$ cat src/rtl/seg7_scan_ctrl.sv
// seg7_scan_ctrl: 4-digit common-anode seven-segment scanner with blanking gaps and frame tick
module seg7_scan_ctrl #(
   parameter int SCAN_DIV  = 50000,
   parameter int BLANK_CYC = 16
) (
   input  logic       clk,
   input  logic       rst,
   input  logic       wr_en,
   input  logic [1:0] wr_addr,
   input  logic [3:0] wr_data,
   input  logic [3:0] blank_mask,
   output logic [6:0] digits,
   output logic [3:0] sel,
   output logic       frame_tick
);
   localparam int MX = (SCAN_DIV > BLANK_CYC) ? ((SCAN_DIV > 2) ? SCAN_DIV : 2)
                                              : ((BLANK_CYC > 2) ? BLANK_CYC : 2);
   localparam int CW = $clog2(MX);
   localparam logic [CW-1:0] SCAN_LAST  = CW'(SCAN_DIV - 1);
   localparam logic [CW-1:0] BLANK_LAST = CW'((BLANK_CYC == 0) ? 0 : BLANK_CYC - 1);
   localparam logic [6:0] SEG [16] = '{
      7'b1000000, 7'b1111001, 7'b0100100, 7'b0110000,
      7'b0011001, 7'b0010010, 7'b0000010, 7'b1111000,
      7'b0000000, 7'b0010000, 7'b0001000, 7'b0000011,
      7'b1000110, 7'b0100001, 7'b0000110, 7'b0001110
   };

   typedef enum logic {BLANK, DRIVE} state_t;

   state_t          state, nstate;
   logic [1:0]      idx, nidx;
   logic [CW-1:0]   cnt, ncnt;
   logic [3:0]      regs [4];
   logic [3:0]      nval;
   logic            last, on;

   // next scan position; outputs are registered from it so they line up with the state
   always_comb begin
      last   = (state == DRIVE) ? (cnt == SCAN_LAST) : (BLANK_CYC == 0 || cnt == BLANK_LAST);
      nstate = last ? ((state == BLANK || BLANK_CYC == 0) ? DRIVE : BLANK) : state;
      nidx   = (last && state == DRIVE) ? idx + 2'd1 : idx;
      ncnt   = last ? '0 : cnt + 1'b1;
      nval   = (wr_en && wr_addr == nidx) ? wr_data : regs[nidx];
      on     = nstate == DRIVE && !blank_mask[nidx];
   end

   // digit register file; a write bypasses into the display path above so it is never lost
   always_ff @(posedge clk) begin
      if (rst) regs <= '{default: '0};
      else if (wr_en) regs[wr_addr] <= wr_data;
   end

   // scan state machine with registered outputs
   always_ff @(posedge clk) begin
      if (rst) begin
         state      <= BLANK;
         idx        <= '0;
         cnt        <= '0;
         sel        <= 4'hf;
         digits     <= 7'h7f;
         frame_tick <= 1'b0;
      end else begin
         state      <= nstate;
         idx        <= nidx;
         cnt        <= ncnt;
         sel        <= on ? ~(4'b1 << nidx) : 4'hf;
         digits     <= on ? SEG[nval] : 7'h7f;
         frame_tick <= state == DRIVE && last && idx == 2'd3;
      end
   end
endmodule

$ cat config.mk
export PLATFORM = sky130hd
export DESIGN_NAME = seg7_scan_ctrl
export DESIGN_NICKNAME = d
export VERILOG_FILES = /design/src/rtl/seg7_scan_ctrl.sv
export SDC_FILE = /design/constraint.sdc
export NUM_CORES = 1
export LEC_CHECK = 0
export CORE_MARGIN = 2
export CORE_UTILIZATION = 41
export CTS_BUF_LIST = sky130_fd_sc_hd__clkbuf_4 sky130_fd_sc_hd__clkbuf_8
export DETAILED_ROUTE_END_ITERATION = 12
export GPL_ROUTABILITY_DRIVEN = 0
export PLACE_DENSITY_LB_ADDON = 0.08
export SKIP_CTS_REPAIR_TIMING = 1
export SLEW_MARGIN = 5
export SYNTH_ARGS = -nofsm -noshare
export SYNTH_HDL_FRONTEND = slang
export SYNTH_SLANG_ARGS = --single-unit
$ cat constraint.sdc
create_clock -name clk -period 4.05 [get_ports clk]
set_input_delay 1.215 -clock clk [delete_from_list [all_inputs] [get_ports clk]]
set_output_delay 1.215 -clock clk [all_outputs]
set_load 0.005 [all_outputs]
Yosys cells after proc, flatten, opt, wreduce, memory -nomap -nowiden
Memories as Yosys holds them, arrays and structs flattened. A register that Yosys moved wholly into a read port is not among the register bits.
Cells that the tools add are included.
{"block": "classes", "n_addsub": 2, "n_lt_le_gt_ge": 4, "n_eq_ne": 4, "n_shift": 1, "mux": 13, "bitwise_logic": 5, "n_reduce_logical": 8}
{"cell": "$add A16 B1 Y16 const B", "n": 1}
{"cell": "$bwmux W16", "n": 1}
{"cell": "$eq A16 B16 Y1 const B", "n": 1}
{"cell": "$eq A16 B4 Y1 const B", "n": 1}
{"cell": "$mux W4", "n": 4}
{"cell": "$bmux W4 S2", "n": 1}
{"cell": "$demux W4 S2", "n": 1}
{"cell": "$ge A3 B3 Y1 const B", "n": 2}
{"cell": "$not A2 Y3", "n": 2}
{"cell": "$logic_and A1 B1 Y1", "n": 5}
{"cell": "$not A4 Y5", "n": 1}
{"cell": "$mux W1", "n": 4}
{"cell": "$not A4 Y4", "n": 1}
{"cell": "$reduce_or A2 Y1", "n": 2}
{"cell": "$shl A1 B2 Y4 const A", "n": 1}
{"cell": "$lt A2 B3 Y1 const B", "n": 1}
{"cell": "$lt A3 B1 Y1 const B", "n": 1}
{"cell": "$add A2 B1 Y2 const B", "n": 1}
{"cell": "$bmux W1 S2", "n": 1}
{"cell": "$eq A2 B2 Y1", "n": 1}
{"cell": "$eq A2 B2 Y1 const B", "n": 1}
{"cell": "$mux W2", "n": 1}
{"cell": "$logic_not A1 Y1", "n": 1}
{"cell": "$not A1 Y1", "n": 1}
{"block": "totals", "reg_bits": 40, "romBits": 112, "inputBits": 13, "out_inout_bits": 12, "word_cells": 47, "mem_count": 1}
{"memory": "(no name shown)", "words": 16, "word_bits": 7, "rd": 1, "rd_ports_with_merged_regs": 1, "wr": 0, "line": "67", "rtl": "digits <= on ? SEG[nval] : 7'h7f;"}

Logic depth before layout (Yosys ltp)
Gate-level depths: netlist of the first run.
{"block": "depth", "word_depth": 10, "depth_mapped": 18, "mapped_depth_nobuf": 16}

Least setup slack after synthesis of the first run
No wires, ideal clock.
{"block": "synth_path", "kind": "reg-to-reg", "start": "reg cnt[0]", "end": "reg digits[3]", "setup_ns": 0.140, "arrival_ns": 3.029, "required_time_ns": 3.910, "setup_slack_ns": 0.881, "stages_incl_launch_ff": 17, "n_path_buf": 2, "period_less_slack_ns": 3.169, "cell_sequence": "dfxtp_1 > ha_1 > and3_1 > nand3_1 > nor2_1 > ha_1 > buf_6 > mux2i_4 > xnor2_1 > or2_1 > buf_6 > mux2i_1 > inv_1 > ha_1 > mux2_1 > nand2_1 > nand3_1"}
{"block": "synth_between", "elab_chain_len": 10, "word_cells_on_any_way": 20, "classes_between": "eq/ne (3); mux (9); bitwise (3); reduce/logical (5)"}
{"item": "start: declaration", "line": "32", "rtl": "logic [CW-1:0] cnt, ncnt;"}
{"item": "start signal: assignment", "line": "65", "rtl": "cnt <= ncnt;"}
{"item": "$eq A16 B4 Y1 or $eq A16 B16 Y1 (tied branches)", "line": "39", "rtl": "last = (state == DRIVE) ? (cnt == SCAN_LAST) : (BLANK_CYC == 0 || cnt == BLANK_LAST);"}
{"item": "$mux W1 (*)", "line": "39"}
{"item": "$logic_and A1 B1 Y1", "line": "41", "rtl": "nidx = (last && state == DRIVE) ? idx + 2'd1 : idx;"}
{"item": "$mux W2", "line": "41"}
{"item": "$not A2 Y3 (implied by the code) or $bmux W1 S2 (tied branches)", "line": "43, 44"}
{"item": "$bmux W4 S2 or $mux W1 (tied branches)", "line": "43, 44"}
{"item": "$mux W4 (implied by the code) or $logic_not A1 Y1 (tied branches)", "line": "43, 44"}
{"item": "$mux W4 (implied by the code) or $logic_and A1 B1 Y1 (tied branches)", "line": "43, 44"}
{"item": "$mux W4 or $not A1 Y1 (tied branches)"}
{"item": "$not A4 Y5 (implied by the code) or $reduce_or A2 Y1 (tied branches)"}
{"item": "end: declaration", "line": "12", "rtl": "output logic [6:0] digits,"}
Every way passes the cells marked *; elsewhere a longest branch is shown, timed or not. The select of a mux whose other input is x is not followed.
A chain may end at the register's enable or synchronous reset.

Final worst setup path of the first run
Same ends and word-level chain as after synthesis.

==> out/results.txt, run 1 <==
The floorplan step set the die width to 79.91 um. The initial antenna violation count is 0. The top fanout value on the critical path is 9. After layout, the minimum clock period comes to 3.617 ns. For this design the ratio of total power to cell area is 301.4 nW/um^2. The tool flagged a number of max-cap violations equal to 0. The most critical setup path has its startpoint at cnt[0]. The async set-reset flop share out of synthesis is 0%, and the share of the clock period used by the worst path after layout is 89.30%. Endpoint type of the worst setup path: a flop.

Leaving out filler cells and counting taps, the final layout contains 357. For the tightest slew margin relative to the limit, the log shows 61.89%. The number of H-tree levels came out at 2. STA classifies the critical path startpoint as a flop.

In this run, synthesis produced a sequential element count of 47. The tools report the number of vias after detailed routing as 1844. The total count of max-transition violations in the final report came out at 0.

The worst hold path belongs to the class reg -> reg. The wire length per cell after detailed routing is 13.55 um, and the starting density of the core is 42.64%. The average via count per standard cell works out to 5.165. After floorplanning, the core was divided into 27 placement rows. By count the netlist is led by sky130_fd_sc_hd__nor2_1 (48), sky130_fd_sc_hd__dfxtp_1 (47), sky130_fd_sc_hd__mux2i_1 (23).

Cell accounting for the most synthesized area: sky130_fd_sc_hd__dfxtp_1. Yosys mapped a number of flops with a built-in enable equal to 0. The proportion of layout cells with a drive suffix above 1 is 7.018%.

For this design the static power due to leakage is 1.095 nW. After detailed routing, the number of remaining DRC violations is 0. The worst endpoint required time came out at 4.21 ns. Yosys instantiated no cell more often than sky130_fd_sc_hd__nor2_1. The run gives 39.83% as the share of synthesized area occupied by flip-flops and latches. Across all setup checks in the final design, the least slack found is 0.4335 ns.

The number of instances in the synthesized netlist came out at 259. The number of CTS-inserted buffers came out at 5. The commonest register cell after synthesis is sky130_fd_sc_hd__dfxtp_1. OpenSTA, run right after detailed placement, puts the worst setup slack at 0.4041 ns. The run gives 0.1812 mV as the worst-case vdd ir drop. Clock-pin slew was measured on the worst setup and hold paths at 0.08 ns. Clock tree synthesis selected as its root buffer the cell sky130_fd_sc_hd__clkbuf_8. By area the synthesized netlist is led by sky130_fd_sc_hd__dfxtp_1 (40%), sky130_fd_sc_hd__mux2i_1 (9.7%), sky130_fd_sc_hd__nor2_1 (7.6%). At the end of the flow, the number of nets in the layout was 306. Static timing analysis puts the maximum clock frequency at 0.2765 GHz.

The top cell type by area accounts for 39.83% of the synthesized area. The setup path with the least slack is of type reg -> reg. Data on the critical path arrives at its endpoint at 3.77 ns.

The final layout contains routed wiring with a total length of 4.837 mm. The number of nets handed over by synthesis was 281. In this run the critical register-to-register path is launched from cnt[0]. In this run, distinct cell masters in the synthesized netlist total 45. The tools report the area of the core as 5540 um^2. On the final layout, the worst clock skew is 0.005929 ns. Setup repair after global routing left no endpoint under its margin.

For the final routed database, the setup TNS stands at 0 ns. Compared with the post-synthesis result, the final layout area differs by 16.53%. The number of antenna diodes in the final layout is 0. Detailed-router iteration count before antenna repair: 4. The post-synthesis instance area came out at 2362 um^2. For the worst-skew pair, the clock arrives at the later sink with an insertion delay of 0.29 ns.

TritonCTS built the clock tree. In this run the vertical extent of the chip is 79.91 um. The number of design-rule violations left by the first detailed-router iteration was 69.

The startpoint identified for the worst hold timing path is cnt[0]. The count of nets left with antenna violations once routing finished came out at 0. The total routing usage reported by global routing was 15.38%.

The wire length of the first global-routing pass is 7.645 mm. After filler insertion, the fill cell instance count of the layout stands at 564. The placed instance count is 349.

The wire-length estimate of the detail-placed layout is 3.454 mm. The slew at the pin with the worst max-slew slack came out at 0.5716 ns. The flow ran to the end, and the final reports show no timing, DRC or antenna violations. The via count of the first global-routing pass is 1556, and the mean instance size in the synthesized netlist is 9.121 um^2. The number of I/O pins was 25; the hold violation count in the final report was 0.

The clock net in this run drives a total of 47 sinks. Residual overflow from global routing: 0. The Yosys step of the flow raised 0 warnings. In this run the deepest clock path goes through 2 buffers.

The total setup violations reported at the end of the flow is 0, and the pin count of the biggest net entering global routing is 23. The quantity of I/O buffers inserted on ports is 24, and the die area is 6385 um^2.
stage by stage:
| stage | hold WS (ns) | instance area (um^2) | total power, mW | util [%] |
|---|---|---|---|---|
| global route | 0.4975 | 2753 | 0.8682 | 49.68 |
| global placement | 0.4337 | 2664 | 0.5652 | 48.08 |
| detailed placement | 0.4455 | 2664 | 0.5644 | 48.08 |
| finish | 0.4549 | 2753 | 0.8296 | 49.68 |
| CTS | 0.4600 | 2753 | 0.8477 | 49.68 |
| floorplan | 0.4175 | 2362 | 0.5362 | - |
layout by cell type, fill, tap and decap left out, types with 2 or more instances in the layout:
| cell type | instances |
|---|---|
| sky130_fd_sc_hd__nor2_1 | 48 |
| sky130_fd_sc_hd__dfxtp_1 | 47 |
| sky130_fd_sc_hd__clkdlybuf4s50_1 | 24 |
| sky130_fd_sc_hd__mux2i_1 | 23 |
| sky130_fd_sc_hd__nand2_1 | 16 |
| sky130_fd_sc_hd__nand3_1 | 12 |
| sky130_fd_sc_hd__xor2_1 | 9 |
| sky130_fd_sc_hd__ha_1 | 9 |
| sky130_fd_sc_hd__xnor2_1 | 8 |
| sky130_fd_sc_hd__a21oi_1 | 7 |
| sky130_fd_sc_hd__o21ai_0 | 6 |
| sky130_fd_sc_hd__inv_1 | 6 |
| sky130_fd_sc_hd__nor3_1 | 5 |
| sky130_fd_sc_hd__nand2b_1 | 5 |
| sky130_fd_sc_hd__o21ai_1 | 5 |
| sky130_fd_sc_hd__clkbuf_8 | 5 |
| sky130_fd_sc_hd__buf_4 | 5 |
| sky130_fd_sc_hd__nor3b_1 | 4 |
| sky130_fd_sc_hd__o221ai_1 | 4 |
| sky130_fd_sc_hd__and3_1 | 3 |
| sky130_fd_sc_hd__nor4_1 | 2 |
| sky130_fd_sc_hd__or2_1 | 2 |
| sky130_fd_sc_hd__mux2_1 | 2 |
| sky130_fd_sc_hd__or4_1 | 2 |
| sky130_fd_sc_hd__mux4_2 | 2 |
| sky130_fd_sc_hd__nand3b_1 | 2 |
routing by layer:
metal	GRT usage, %	vias to the layer above	routed length, um
met5	0	-	0
met4	4.068	0	40
met3	3.846	4	169
met2	22.67	28	2041
met1	22.24	867	2585
li1	-	945	-
state kept, by name (all words and copies together), names as in the netlist:
name        flops
cnt            16
regs           16
digits          7
sel             4
idx             2
frame_tick      1
state           1
report_power, final:
group | internal, mW | switching [mW]
Clock | 0.127 | 0.149
Combinational | 0.0360 | 0.0428
Sequential | 0.470 | 0.00512
worst max-delay path: stages, from the launching register on:
cell and delay (ns):
sky130_fd_sc_hd__dfxtp_1 0.36, sky130_fd_sc_hd__ha_1 0.22, sky130_fd_sc_hd__and3_1 0.24, sky130_fd_sc_hd__nand3_1 0.10, sky130_fd_sc_hd__nor2_1 0.13, sky130_fd_sc_hd__ha_1 0.36, sky130_fd_sc_hd__mux2i_4 0.41, sky130_fd_sc_hd__xnor2_1 0.15
sky130_fd_sc_hd__or2_1 0.37, sky130_fd_sc_hd__o21ai_1 0.32, sky130_fd_sc_hd__inv_1 0.14, sky130_fd_sc_hd__ha_1 0.26, sky130_fd_sc_hd__mux2_1 0.29, sky130_fd_sc_hd__nand2_1 0.07, sky130_fd_sc_hd__nand3_1 0.07
cells by family (layout without fill, tap and decap cells):
logic type / count (synthesis) / count (layout) / synth area share (%)
XOR/XNOR: 18 / 18 / 7.257
AO/OA/AOI/OAI: 33 / 33 / 9.429
buffers and inverters: 17 / 43 / 3.760
multiplexers: 29 / 29 / 14.04
AND/OR/NAND/NOR: 106 / 106 / 20.92
flip-flops: 47 / 47 / 39.83
adder cells (fa/ha/maj): 9 / 9 / 4.767
area by class of cell:
class	instances	area [um^2]	area share [%]
multi-input combinational	195	1333	48.41
sequential	47	940.9	34.18
clock inverter	2	12.51	0.4545
inverter	6	22.52	0.8182
tap	72	90.09	3.273
clock buffer	6	76.32	2.773
timing repair buffer	29	277.8	10.09
worst paths after layout:
check	endpoint	slack, ns	depth (start not counted)
max	digits[3]	0.43	14
min	cnt[0]	0.45	1
max reg2reg	digits[3]	0.43	14
min reg2reg	cnt[0]	0.45	1
(Power assumes the default switching activity.)
==> run 2: changes to the inputs <==
--- a/config.mk
+++ b/config.mk
@@ -11,6 +11,7 @@
 export DETAILED_ROUTE_END_ITERATION = 12
 export GPL_ROUTABILITY_DRIVEN = 0
 export PLACE_DENSITY_LB_ADDON = 0.08
+export SETUP_SLACK_MARGIN = 0.05
 export SKIP_CTS_REPAIR_TIMING = 1
 export SLEW_MARGIN = 5
 export SYNTH_ARGS = -nofsm -noshare
==> results of run 2 <==
The final DEF is identical to that of run 1; final timing and power are the same.
